===== src/rtl/block_data_memory.sv =====
// ---------------------------------------------------------------------------
// block_data_memory
//
// Block-addressed main data memory serving the data cache's miss / write-back
// port. Each request (read XOR write) reads or writes one whole block. Every
// access takes a fixed LATENCY cycles. busywait is high for that whole time.
//
// Ports
//   clock      rising-edge clock
//   reset      synchronous, active-high; clears state, readdata and all blocks
//   read       block read request, held by the requester until busywait is low
//   write      block write request, held by the requester until busywait is low
//   address    block address ({tag, index})
//   writedata  block to write
//   readdata   registered read block, held until the next read commits
//   busywait   high while a request is pending or in progress
// ---------------------------------------------------------------------------
module block_data_memory #(
   parameter int LATENCY    = 5,
   parameter int ADDR_WIDTH = 6,
   parameter int DATA_WIDTH = 32
) (
   input  logic                  clock,
   input  logic                  reset,
   input  logic                  read,
   input  logic                  write,
   input  logic [ADDR_WIDTH-1:0] address,
   input  logic [DATA_WIDTH-1:0] writedata,
   output logic [DATA_WIDTH-1:0] readdata,
   output logic                  busywait
);

   localparam int DEPTH = 1 << ADDR_WIDTH;
   // The counter only needs to hold LATENCY-2; keep at least one bit.
   localparam int CNT_W = (LATENCY > 2) ? $clog2(LATENCY - 1) : 1;

   typedef enum logic [1:0] {
      IDLE,
      BUSY,
      DONE
   } state_t;

   state_t                  state;
   state_t                  next_state;
   logic [CNT_W-1:0]        count;
   logic [ADDR_WIDTH-1:0]   lat_addr;
   logic [DATA_WIDTH-1:0]   lat_wdata;
   logic                    lat_write;
   logic                    latch_en;
   logic                    commit;
   logic                    req;
   logic [DATA_WIDTH-1:0]   mem [DEPTH];

   // read and write together is an illegal request and is ignored entirely.
   assign req = read ^ write;

   // NOTE: every output of a combinational block gets a default before the
   // case statement, otherwise a path that skips an assignment infers a latch.
   always_comb begin
      next_state = state;
      busywait   = 1'b0;
      latch_en   = 1'b0;
      commit     = 1'b0;
      unique case (state)
         IDLE: begin
            // Combinational so busywait rises in the cache's request cycle.
            busywait = req;
            if (req) begin
               latch_en   = 1'b1;
               next_state = BUSY;
            end
         end
         BUSY: begin
            busywait = 1'b1;
            if (count == '0) begin
               commit     = 1'b1;
               next_state = DONE;
            end
         end
         DONE: begin
            // One cycle with busywait low; a still-held request is not sampled.
            next_state = IDLE;
         end
         default: next_state = IDLE;
      endcase
      if (reset) begin
         busywait = 1'b0;
      end
   end

   // NOTE: sequential state uses non-blocking assignments so every register
   // samples the pre-edge values, independent of statement order.
   always_ff @(posedge clock) begin
      if (reset) begin
         state <= IDLE;
      end else begin
         state <= next_state;
      end
   end

   always_ff @(posedge clock) begin
      if (reset) begin
         count     <= '0;
         readdata  <= '0;
         lat_addr  <= '0;
         lat_wdata <= '0;
         lat_write <= 1'b0;
         // NOTE: the storage array is cleared by reset, so it is built from
         // flops rather than a RAM macro; a pending write is simply dropped.
         for (int i = 0; i < DEPTH; i++) begin
            mem[i] <= '0;
         end
      end else begin
         if (latch_en) begin
            lat_addr  <= address;
            lat_wdata <= writedata;
            lat_write <= write;
            count     <= CNT_W'(LATENCY - 2);
         end else if (state == BUSY && count != '0) begin
            count <= count - 1'b1;
         end

         if (commit) begin
            if (lat_write) begin
               mem[lat_addr] <= lat_wdata;
            end else begin
               readdata <= mem[lat_addr];
            end
         end
      end
   end

endmodule

===== config.mk =====
export PLATFORM = sky130hd
export DESIGN_NAME = block_data_memory
export DESIGN_NICKNAME = d
export VERILOG_FILES = /design/src/rtl/block_data_memory.sv
export SDC_FILE = /design/constraint.sdc
export NUM_CORES = 2
export LEC_CHECK = 0
export ABC_AREA = 1
export BUFFER_PORTS_ARGS = -buffer_cell sky130_fd_sc_hd__buf_4
export CORE_UTILIZATION = 25
export CTS_BUF_LIST = sky130_fd_sc_hd__clkbuf_16
export CTS_CLUSTER_SIZE = 8
export DETAILED_ROUTE_END_ITERATION = 8
export PLACE_DENSITY = 0.48
export SLEW_MARGIN = 20
export SYNTH_ARGS = -nofsm -noshare
export SYNTH_HDL_FRONTEND = slang
export SYNTH_SLANG_ARGS = --single-unit

===== constraint.sdc =====
create_clock -name clock -period 3.38 [get_ports clock]
set_input_delay 0.338 -clock clock [delete_from_list [all_inputs] [get_ports clock]]
set_output_delay 0.338 -clock clock [all_outputs]
set_load 0.05 [all_outputs]

==> results.json <==
{
  "cts_setup_buffers": 0,
  "grt_max_degree": 134,
  "relSlewSlack_pct": 27.0,
  "required_ns": 4.09,
  "grt_pass1_vias": 67400,
  "final_area_um2": 116000,
  "drt_iter0_drc": 7074,
  "syn-cell-area_um2": 98000,
  "die_y_um": 628,
  "cts_buffer_depth": 4,
  "wl_per_cell_um": 21.9,
  "crit_arrival_ns": 4.16,
  "post-route-min-period_ns": 3.45,
  "rsz0062_at_grt": "false",
  "tritoncts": "built",
  "power_density_nw_per_um2": 581,
  "synthDistinctLibCells": 24,
  "met1_usage_pct": 23.9,
  "run_status": "finished with violations",
  "antenna_found_initial": 16,
  "syn_nets": 10600,
  "numCtsBuffers": 308,
  "antenna_left": 0,
  "initial_core_util_pct": 25.1,
  "synth_warnings": 0,
  "grt.busiest_layer": "met2",
  "max_cap_violations": 0,
  "synth.yosys.seq_area_share_pct": 64.3,
  "synth_top_area_cell": "edfxtp_1",
  "whs_ns": 0.112,
  "crit_type": "reg -> reg",
  "syn_inst": 10500,
  "layout-area-overhead-vs-synth_pct": 18.2,
  "place_ws_ns": -0.111,
  "critPathMaxFanout": 41,
  "first_pass_iters": 7,
  "power.leakage_uw": 0.0468,
  "hold_class": "in -> reg",
  "ys_ff_latch": 2123,
  "layout_commonest_cell": "nor2_1",
  "clkLatencyLatePin_ns": 0.89,
  "grt_usage_pct": 17.3,
  "final_nets": 10700,
  "seqPwrFrac_pct": 44.8,
  "gr-usage-met2_pct": 27.8,
  "place_area_um2": 107000,
  "globalplace.congestion": 0.834,
  "finalWirelength_mm": 350,
  "dp_hpwl_mm": 217,
  "drive_gt1_share_pct": 12.1,
  "slowest_stage": "nor2_1",
  "worstMarginPinSlew_ns": 1.08,
  "setup_viol_count_final": 1,
  "die_x_um": 628,
  "hold_viol_final": 0,
  "htreeDepth": 5,
  "ir_drop_uv": 352,
  "p_switching_uw": 18700,
  "ctsRootBufferMaster": "clkbuf_16",
  "critPathLaunchType": "register",
  "crit_chain": "inv_8, buf_4, buf_4, nand2_1, nand3_1, nand2_1, o21ai_0, nand3_1, nor2_1, a21oi_1",
  "gr-total-overflow": 0,
  "drc": 0,
  "grt_pass1_wl_mm": 498,
  "ioPinCount": 75,
  "p_int_uw": 48500,
  "end_kind": "register",
  "fmax_mhz": 290,
  "comb_power_share_pct": 13.3,
  "drv_slew": 0,
  "grt_use_met3_pct": 1.96,
  "p_clk_share_pct": 41.9,
  "violations": "negative setup slack",
  "layout_common_cells": "nor2_1, edfxtp_1, nand2_1",
  "clock_skew_ns": 0.0630,
  "cts_sinks": 2123,
  "slowest_delay_ns": 0.79,
  "die_area_um2": 394000,
  "vias": 71600,
  "synth_top_cell_area_share_pct": 62.8,
  "fin_crit_sh_pct": 102,
  "postSynthAreaPerCell_um2": 9.30,
  "core_area_um2": 390000,
  "yosys-top-cells-area": "edfxtp_1, nor2_1, nand2_1",
  "port_buffers": 74,
  "cts.clk_slew.worst_paths_ns": 0.05,
  "avgViaCountPerCell": 4.49,
  "num_rows": 229,
  "netSwitchingFraction_pct": 27.8,
  "fin_ws_ns": -0.0706,
  "n_fill_cell": 40600
}
==> worst max-delay path, delay by kind of cell (launching register included) <==
kind / cells / cell delay, ns
flip-flops: 1 / 0.44
buffers and inverters: 3 / 0.76
AO/OA/AOI/OAI: 2 / 0.60
AND/OR/NAND/NOR: 5 / 1.41
==> Yosys cell counts <==
| cell | instances |
|---|---|
| or2_2 | 320 |
| ha_1 | 1 |
| clkbuf_1 | 494 |
| a21oi_1 | 74 |
| a211oi_1 | 1 |
| inv_2 | 3 |
| nand2_2 | 1 |
| nor2_1 | 2566 |
| dfxtp_1 | 75 |
| o21ai_0 | 471 |
| buf_2 | 288 |
| o21ai_1 | 4 |
| edfxtp_1 | 2048 |
| o211ai_1 | 143 |
| nor2_2 | 3 |
| inv_1 | 1262 |
| mux2_2 | 1 |
| nor3_1 | 8 |
| nor4_4 | 5 |
| buf_4 | 2 |
| nand2_1 | 2029 |
| nor3_2 | 2 |
| buf_1 | 34 |
| nand3_1 | 696 |
==> final cells by class <==
type                    instances  area [um2]  share of cell area, %
clock inverters               126         717                  0.619
repair buffers                602        5940                   5.13
well taps                    5197        6500                   5.62
diodes                          6        15.0                 0.0130
multi-input cells            6325       26900                   23.3
inverters                    1265        4800                   4.15
flip-flops and latches       2123       63000                   54.4
clock buffers                 314        7860                   6.79
==> kinds of logic after synthesis <==
logic type	Yosys count	synth area share (%)
flops	2123	64.3
compound gates	693	3.91
simple gates	5630	23.4
mux	1	0.0115
fa+ha+maj	1	0.0128
buf+inv	2083	8.36
==> final timing paths <==
kind	cells past startpoint	slack, ns	to	startpoint
max reg2reg	10	-0.07	readdata[29]	lat_addr[0]
min	4	0.11	lat_addr[0]	read
max	10	-0.07	readdata[29]	lat_addr[0]
min reg2reg	2	0.44	lat_wdata[10]	lat_wdata[10]
==> power groups by stage <==
| stage | combinational, uW | clock (uW) | sequential [uW] |
|---|---|---|---|
| detailed placement | 8970 | 0 | 30600 |
| finish | 8970 | 28200 | 30100 |
| floorplan | 4560 | 0 | 30600 |
| CTS | 9030 | 28600 | 30100 |
| global route | 9590 | 29600 | 30200 |
| global placement | 8970 | 0 | 30600 |
==> sequential cells by signal, summed over array words and instances, names as in the netlist <==
register   flops
lat_addr       6
count          2
readdata      32
state          2
lat_wdata     32
lat_write      1
mem         2048
==> repair_timing <==
action	CTS	global route
hold endpoints to repair	43	0
setup endpoints to repair	7	4
hold buffers	40	0
resized for setup	6	5
==> metrics by stage <==
stage | instances | util [%] | total power, uW | setup TNS [ns]
global route | 16000 | 29.7 | 69400 | 0
floorplan | 10500 | - | 35100 | 0
finish | 16000 | 29.7 | 67300 | -0.0706
global placement | 15500 | 27.4 | 39600 | -0.507
CTS | 16000 | 29.7 | 67800 | 0
detailed placement | 15500 | 27.4 | 39600 | -0.429
==> routing by layer <==
layer	wire length (um)	vias up
met5	12	-
met3	20000	514
met4	13500	2
met1	155000	35200
li1	-	33600
met2	161000	2261
Power figures use the tool's default switching activity.
